[src/rtl/pipeline_processor_hz.sv]
`default_nettype none
// ============================================================================
// Module   : pipeline_processor_hz
// Brief    : 5-stage IF/ID/EX/MEM/WB core with hazard unit (EX forwarding,
//            load-use stall, EX-resolved branch/jump flush). Macro FORWARD_EN
//            enables the forwarding paths; without it RAW hazards stall.
// Revision : 1.0
// ============================================================================
module pipeline_processor_hz #(
   parameter int DATA_W  = 20,
   parameter int NREG_W  = 4,
   parameter int INSTR_W = 20,
   parameter int PC_W    = 12
) (
   input  logic               Clock,
   input  logic               Reset,
   input  logic [INSTR_W-1:0] InstrIn,
   output logic [PC_W-1:0]    InstrAddress,
   input  logic [DATA_W-1:0]  DataIn,
   output logic [DATA_W-1:0]  Daddress,
   output logic [DATA_W-1:0]  Dout,
   output logic               W,
   output logic               Stall,
   output logic               Flush
);
   localparam int IMM_W = INSTR_W - 4 - 2*NREG_W;
   localparam int NREG  = 2**NREG_W;

   localparam logic [3:0] c_OP_ADD    = 4'b0000;
   localparam logic [3:0] c_OP_SUB    = 4'b0001;
   localparam logic [3:0] c_OP_AND    = 4'b0010;
   localparam logic [3:0] c_OP_NOT    = 4'b0011;
   localparam logic [3:0] c_OP_OR     = 4'b0100;
   localparam logic [3:0] c_OP_ADDI   = 4'b0101;
   localparam logic [3:0] c_OP_LOAD   = 4'b1011;
   localparam logic [3:0] c_OP_STORE  = 4'b1100;
   localparam logic [3:0] c_OP_BEQ    = 4'b1101;
   localparam logic [3:0] c_OP_JMP    = 4'b1110;
   localparam logic [3:0] c_OP_BUBBLE = 4'b1111;
   localparam logic [INSTR_W-1:0] c_BUBBLE_INSTR = {c_OP_BUBBLE, {(INSTR_W-4){1'b0}}};

   function automatic logic isWriter(input logic [3:0] op);
      return op inside {c_OP_ADD, c_OP_SUB, c_OP_AND, c_OP_OR, c_OP_NOT, c_OP_ADDI, c_OP_LOAD};
   endfunction

   // True when an instruction with these fields reads register tgt.
   function automatic logic readsReg(input logic [3:0] op, input logic [NREG_W-1:0] rd,
                                     input logic [NREG_W-1:0] rs1, input logic [NREG_W-1:0] rs2,
                                     input logic [NREG_W-1:0] tgt);
      logic useRs1, useRs2, useRd;
      useRs1 = op inside {c_OP_ADD, c_OP_SUB, c_OP_AND, c_OP_OR, c_OP_NOT, c_OP_ADDI,
                          c_OP_LOAD, c_OP_STORE, c_OP_BEQ};
      useRs2 = op inside {c_OP_ADD, c_OP_SUB, c_OP_AND, c_OP_OR};
      useRd  = op inside {c_OP_STORE, c_OP_BEQ};
      return (useRs1 && rs1 == tgt) || (useRs2 && rs2 == tgt) || (useRd && rd == tgt);
   endfunction

   logic [PC_W-1:0]    r_pc;
   logic [INSTR_W-1:0] r_ifIdInstr;
   logic [PC_W-1:0]    r_ifIdPc;
   logic [3:0]         r_idExOp;
   logic [NREG_W-1:0]  r_idExRd;
   logic [DATA_W-1:0]  r_idExRs1Val, r_idExRs2Val, r_idExRdVal, r_idExImm;
   logic [PC_W-1:0]    r_idExPc;
   logic [3:0]         r_exMemOp;
   logic [NREG_W-1:0]  r_exMemRd;
   logic [DATA_W-1:0]  r_exMemRes, r_exMemStData;
   logic [3:0]         r_memWbOp;
   logic [NREG_W-1:0]  r_memWbRd;
   logic [DATA_W-1:0]  r_memWbRes;
   logic [DATA_W-1:0]  r_regs [NREG];

   logic [3:0]         w_idOp;
   logic [NREG_W-1:0]  w_idRd, w_idRs1, w_idRs2;
   logic [DATA_W-1:0]  w_idImm, w_idRs1Val, w_idRs2Val, w_idRdVal;
   logic               w_wbWe, w_hazard, w_flush;
   logic [DATA_W-1:0]  w_opA, w_opB, w_opD, w_aluRes;
   logic [PC_W-1:0]    w_target;

   // ---------------- ID: decode and write-first register read ----------------
   assign w_idOp  = r_ifIdInstr[INSTR_W-1 -: 4];
   assign w_idRd  = r_ifIdInstr[INSTR_W-5 -: NREG_W];
   assign w_idRs1 = r_ifIdInstr[INSTR_W-5-NREG_W -: NREG_W];
   assign w_idRs2 = r_ifIdInstr[IMM_W-1 -: NREG_W];
   assign w_idImm = {{(DATA_W-IMM_W){r_ifIdInstr[IMM_W-1]}}, r_ifIdInstr[IMM_W-1:0]};

   assign w_wbWe     = isWriter(r_memWbOp);
   assign w_idRs1Val = (w_wbWe && r_memWbRd == w_idRs1) ? r_memWbRes : r_regs[w_idRs1];
   assign w_idRs2Val = (w_wbWe && r_memWbRd == w_idRs2) ? r_memWbRes : r_regs[w_idRs2];
   assign w_idRdVal  = (w_wbWe && r_memWbRd == w_idRd)  ? r_memWbRes : r_regs[w_idRd];

`ifdef FORWARD_EN
   logic [NREG_W-1:0] r_idExRs1, r_idExRs2;
   logic              w_exMemFwd;

   assign w_hazard = (r_idExOp == c_OP_LOAD) &&
                     readsReg(w_idOp, w_idRd, w_idRs1, w_idRs2, r_idExRd);

   // A LOAD result is not ready in EX/MEM; the load-use stall keeps that case away.
   assign w_exMemFwd = isWriter(r_exMemOp) && (r_exMemOp != c_OP_LOAD);
   assign w_opA = (w_exMemFwd && r_exMemRd == r_idExRs1) ? r_exMemRes :
                  (w_wbWe && r_memWbRd == r_idExRs1)     ? r_memWbRes : r_idExRs1Val;
   assign w_opB = (w_exMemFwd && r_exMemRd == r_idExRs2) ? r_exMemRes :
                  (w_wbWe && r_memWbRd == r_idExRs2)     ? r_memWbRes : r_idExRs2Val;
   assign w_opD = (w_exMemFwd && r_exMemRd == r_idExRd)  ? r_exMemRes :
                  (w_wbWe && r_memWbRd == r_idExRd)      ? r_memWbRes : r_idExRdVal;

   always_ff @(posedge Clock or negedge Reset) begin
      if (!Reset) begin
         r_idExRs1 <= '0;
         r_idExRs2 <= '0;
      end else begin
         r_idExRs1 <= w_idRs1;
         r_idExRs2 <= w_idRs2;
      end
   end
`else
   // MEM/WB producers are covered by the write-first register file.
   assign w_hazard = (isWriter(r_idExOp)  && readsReg(w_idOp, w_idRd, w_idRs1, w_idRs2, r_idExRd)) ||
                     (isWriter(r_exMemOp) && readsReg(w_idOp, w_idRd, w_idRs1, w_idRs2, r_exMemRd));
   assign w_opA = r_idExRs1Val;
   assign w_opB = r_idExRs2Val;
   assign w_opD = r_idExRdVal;
`endif

   // ---------------- EX: ALU and branch resolution ----------------
   always_comb begin
      w_aluRes = '0;
      case (r_idExOp)
         c_OP_ADD:                         w_aluRes = w_opA + w_opB;
         c_OP_SUB:                         w_aluRes = w_opA - w_opB;
         c_OP_AND:                         w_aluRes = w_opA & w_opB;
         c_OP_OR:                          w_aluRes = w_opA | w_opB;
         c_OP_NOT:                         w_aluRes = ~w_opA;
         c_OP_ADDI, c_OP_LOAD, c_OP_STORE: w_aluRes = w_opA + r_idExImm;
         default:                          w_aluRes = '0;
      endcase
   end

   assign w_flush  = (r_idExOp == c_OP_JMP) || (r_idExOp == c_OP_BEQ && w_opD == w_opA);
   assign w_target = r_idExPc + PC_W'(1) + r_idExImm[PC_W-1:0];

   assign Flush        = w_flush;
   assign Stall        = w_hazard && !w_flush;
   assign InstrAddress = r_pc;

   // ---------------- MEM outputs ----------------
   assign W        = (r_exMemOp == c_OP_STORE);
   assign Daddress = (r_exMemOp == c_OP_LOAD || r_exMemOp == c_OP_STORE) ? r_exMemRes : '0;
   assign Dout     = W ? r_exMemStData : '0;

   always_ff @(posedge Clock or negedge Reset) begin
      if (!Reset) begin
         r_pc          <= '0;
         r_ifIdInstr   <= c_BUBBLE_INSTR;
         r_ifIdPc      <= '0;
         r_idExOp      <= c_OP_BUBBLE;
         r_idExRd      <= '0;
         r_idExRs1Val  <= '0;
         r_idExRs2Val  <= '0;
         r_idExRdVal   <= '0;
         r_idExImm     <= '0;
         r_idExPc      <= '0;
         r_exMemOp     <= c_OP_BUBBLE;
         r_exMemRd     <= '0;
         r_exMemRes    <= '0;
         r_exMemStData <= '0;
         r_memWbOp     <= c_OP_BUBBLE;
         r_memWbRd     <= '0;
         r_memWbRes    <= '0;
         for (int i = 0; i < NREG; i++) r_regs[i] <= '0;
      end else begin
         // Flush takes priority over the stall: the stalled instruction is on the wrong path.
         if (w_flush) begin
            r_pc        <= w_target;
            r_ifIdInstr <= c_BUBBLE_INSTR;
         end else if (!w_hazard) begin
            r_pc        <= r_pc + PC_W'(1);
            r_ifIdInstr <= InstrIn;
            r_ifIdPc    <= r_pc;
         end

         if (w_flush || w_hazard) begin
            r_idExOp     <= c_OP_BUBBLE;
            r_idExRd     <= '0;
            r_idExRs1Val <= '0;
            r_idExRs2Val <= '0;
            r_idExRdVal  <= '0;
            r_idExImm    <= '0;
         end else begin
            r_idExOp     <= w_idOp;
            r_idExRd     <= w_idRd;
            r_idExRs1Val <= w_idRs1Val;
            r_idExRs2Val <= w_idRs2Val;
            r_idExRdVal  <= w_idRdVal;
            r_idExImm    <= w_idImm;
         end
         r_idExPc <= r_ifIdPc;

         r_exMemOp     <= r_idExOp;
         r_exMemRd     <= r_idExRd;
         r_exMemRes    <= w_aluRes;
         r_exMemStData <= w_opD;

         r_memWbOp  <= r_exMemOp;
         r_memWbRd  <= r_exMemRd;
         r_memWbRes <= (r_exMemOp == c_OP_LOAD) ? DataIn : r_exMemRes;

         if (w_wbWe) r_regs[r_memWbRd] <= r_memWbRes;
      end
   end
endmodule
`default_nettype wire

[config.mk]
export PLATFORM = sky130hd
export DESIGN_NAME = pipeline_processor_hz
export DESIGN_NICKNAME = d
export VERILOG_FILES = /design/src/rtl/pipeline_processor_hz.sv
export SDC_FILE = /design/constraint.sdc
export NUM_CORES = 1
export LEC_CHECK = 0
export ABC_AREA = 1
export CAP_MARGIN = 20
export CORE_AREA = 2 2 286 288
export DETAILED_ROUTE_END_ITERATION = 12
export DIE_AREA = 0 0 288 290
export DONT_BUFFER_PORTS = 1
export PLACE_DENSITY = 0.5
export SLEW_MARGIN = 5
export SYNTH_ARGS = -nofsm -noshare
export SYNTH_HDL_FRONTEND = slang
export SYNTH_SLANG_ARGS = --single-unit
[constraint.sdc]
create_clock -name Clock -period 4.1 [get_ports Clock]
set_input_delay 0.82 -clock Clock [delete_from_list [all_inputs] [get_ports Clock]]
set_output_delay 0.82 -clock Clock [all_outputs]
set_load 0.01 [all_outputs]
==> reports/qor.yml <==
outcome: "finished, violations left"
violations: "hold timing, slew limit"
numCtsBuffers: 69
ctsResizeCount: 0
vias_per_cell: 5.69
final_layout_size_suffix_gt1_frac: 0.0715
clock_latency_ns: 0.62
grt_usage: 0.289
power.share.sequential: 0.280
yosys_most_used_dff: "dfrtp_1"
post-place-ws_ns: 0.490
die_w_um: 288
antenna_left: 0
crit_required_ns: 3.28
dp_hpwl_um: 76900
clk_pin_slew_ns: 0.06
netlist_area_um2: 31900
overflow: 0
hp-class: "in -> async"
max_stage_delay_ns: 0.44
chipHeight_um: 290
syn_avg_cell_area_um2: 7.21
cts-htree-levels: 3
synth_cell_type_count: 48
drt_iter0_drc: 3509
p_comb_frac: 0.547
tightest_slew_ns: 2.37
grt_pass1_wl_um: 184000
slew_viol_final: 316
fin_crit_ns: 3.78
fmax_mhz: 264
ios: 97
vdd_drop_max_v: 0.000651
dr.pass1.iters: 6
wire_per_inst_um: 22.8
synth_fp_nets: 4506
layout_setup_ws_ns: 0.317
drc_errors: 0
syn_to_final_growth_pct: 8.94
core_um2: 80200
leakagePower_nw: 14.9
top_usage_layer: "met2"
fin_nets: 4305
initial_core_util: 0.398
async_reset_ff_frac: 1.00
rsz0062_at_grt: "no"
finalCritPeriodShare: 0.923
cts_max_path_buffers: 3
p_clk_frac: 0.173
fin_util: 0.434
via_count: 30400
clkSinkCount: 528
synth-seq-area-share: 0.414
syn_inst: 4427
hold_violations: 30
worstPathArrival_ns: 2.96
critical_path_class: "reg -> out"
synth_edf_count: 0
cp_max_fo: 31
core.rowCount: 104
n_fill_cell: 8340
synth-seq-cells: 528
cts_root_buf: "clkbuf_16"
p_sw_mw: 18.7
postCtsSetupRepairBufs: 0
worst_hold_slack_ns: -0.0577
yosys_warnings: 0
grt_max_degree: 529
grt_pass1_vias: 28100
grt.met1_usage: 0.417
num_antenna_cells: 0
use_met2: 0.440
crit_buf_inv: 2
port_buffers: 0
startpoint_type: "flop"
gp_congestion: 0.931
crit_family: "simple AND/OR/NAND/NOR gates"
slew_headroom: -0.578
setup_viol: 0
tritoncts: "built"
p_per_area_nw_per_um2: 1040
setup-tns-final_ns: 0
skew_ns: 0.0308
worstPathCellList: "inv_1 -> nor2_1 -> nor3_2 -> nand2_1 -> nor2_1 -> nand3_1 -> nand2_2 -> nand2_4 -> nand2_4 -> inv_2"
wirelength_um: 122000
antenna_found_initial: 0
max_cap_viol_count: 0
power.internal_mw: 17.3
sw_frac_of_total: 0.519
die_area_um2: 83500
grt_use_met3: 0.0422
end_kind: "output port"
cp_slowest_cell: "inv_2"
Yosys cell counts, types with 2 or more instances:
cell       number  share of area
a21oi_1       454          0.071
a221oi_1        2        0.00055
a22oi_1         7         0.0016
a31oi_1         6         0.0012
buf_1          22         0.0026
buf_12          5         0.0031
buf_2         116          0.018
buf_4          12         0.0028
buf_6           7         0.0025
clkbuf_1      182          0.021
dfrtp_1       512           0.40
dfstp_2        16          0.013
fa_1            2         0.0013
ha_1           35          0.014
inv_1         353          0.042
inv_2          16         0.0019
nand2_1       917           0.11
nand2_2         4        0.00078
nand2_4         4         0.0014
nand3_1       303          0.047
nand3b_1        3        0.00071
nand4_1        27         0.0053
nor2_1        201          0.024
nor2_2         57          0.011
nor3_1         20         0.0031
nor3b_1         3        0.00071
nor4_1          3        0.00059
o2111ai_1       5         0.0014
o211ai_1      138          0.032
o21a_1          3        0.00071
o21ai_0       834           0.13
o21ai_1        73          0.011
o22ai_1         9         0.0018
o311ai_1        2        0.00055
o31ai_1         2        0.00047
or2_1           2        0.00039
or2_2           3        0.00059
xnor2_1        25         0.0069
xor2_1         33         0.0091
flip-flops by register name (all words and copies together) (netlist names), 8 cells and up:
| register | flops |
|---|---|
| r_exMemStData | 20 |
| r_regs | 320 |
| r_idExRs2Val | 20 |
| r_ifIdInstr | 20 |
| r_idExImm | 8 |
| r_idExRs1Val | 20 |
| r_ifIdPc | 12 |
| r_idExRdVal | 20 |
| r_idExPc | 12 |
| InstrAddress | 12 |
| r_memWbRes | 20 |
| r_exMemRes | 20 |
power groups by stage:
stage	Clock (mW)	Combinational, mW	Sequential, mW
after floorplan	0	14.2	8.75
final	6.23	19.7	10.1
after CTS	6.37	19.5	10.0
after global routing	6.58	22.0	10.4
after global placement	0	19.4	10.1
after detailed placement	0	19.4	10.1
metal layers:
layer | wire length (um) | part of all wire
met5 | 0 | 0
met2 | 54100 | 0.44
met3 | 8580 | 0.070
met1 | 55000 | 0.45
met4 | 4370 | 0.036
cells by family (layout without fill, tap and decap cells):
group | Yosys count | in the layout | synth area share
and+or+nand+nor | 1550 | 1550 | 0.205
AOI/OAI and AO/OA | 1540 | 1540 | 0.255
buffers and inverters | 714 | 565 | 0.0944
DFF | 528 | 528 | 0.414
xor gates and xnor gates | 58 | 58 | 0.0159
adders and majority gates | 37 | 37 | 0.0150
layout make-up:
cell class	count	area, um^2	share of cell area
clock inverter	22	275	0.00791
multi-input combinational	3185	15800	0.453
tap	1060	1330	0.0381
timing repair buffer	73	718	0.0206
clock buffer	101	2050	0.0590
inverter	369	1390	0.0401
sequential	528	13200	0.381
through the flow:
stage               instance area, um^2  power, mW  hold slack, ns  std cells
floorplan                         31900       23.0           0.354       4427
global placement                  32400       29.5           0.357       5214
detailed placement                32400       29.5           0.359       5214
CTS                               34800       35.9         -0.0991       5337
global route                      34800       38.9         -0.0902       5338
finish                            34800       36.1         -0.0577       5338
worst paths after layout:
path,startpoint,endpoint,slack [ns],depth (start not counted)
setup / recovery,r_idExRs1Val[17]$_DFF_PN0_,Stall,0.32,10
setup reg to reg,r_idExOp[2]$_DFF_PN1_,r_exMemRes[12]$_DFF_PN0_,0.49,21
hold reg to reg,r_ifIdPc[3]$_DFFE_PN0P_,r_idExPc[3]$_DFF_PN0_,0.37,0
min in group Clock,InstrIn[0],r_ifIdInstr[0]$_DFFE_PN0N_,0.32,2
hold / removal,Reset,r_regs[94]$_DFFE_PN0P_,-0.06,0
max in group asynchronous,Reset,r_ifIdInstr[4]$_DFFE_PN0N_,2.02,0
worst register-to-register path, stage by stage, from the launching register on:
cell and delay, ns:
dfstp_2 0.57, nand2_1 0.09, inv_2 0.20, nand2_1 0.14, nand2_1 0.22, nand2_1 0.07
o21ai_0 0.08, ha_1 0.28, inv_1 0.09, fa_1 0.45, inv_1 0.12, nand2_1 0.08
o21ai_0 0.25, nand3_1 0.11, nand2_1 0.15, nand3_1 0.09, nand2_1 0.16, nand2_1 0.09
nand2_1 0.06, nand2_1 0.04, nand3_1 0.08, nand2_1 0.05
layout by cell type, fill, tap and decap left out, types with 58 or more instances in the layout:
cell type and count:
nor2_1 195, clkbuf_16 73, o21ai_0 834, a21oi_1 454
nor2_2 58, nand3_1 297, dfrtp_1 505, nand2_1 917
o21ai_1 73, inv_1 350, buf_4 60, o211ai_1 138
No activity file was read; power rests on OpenSTA's default activity.
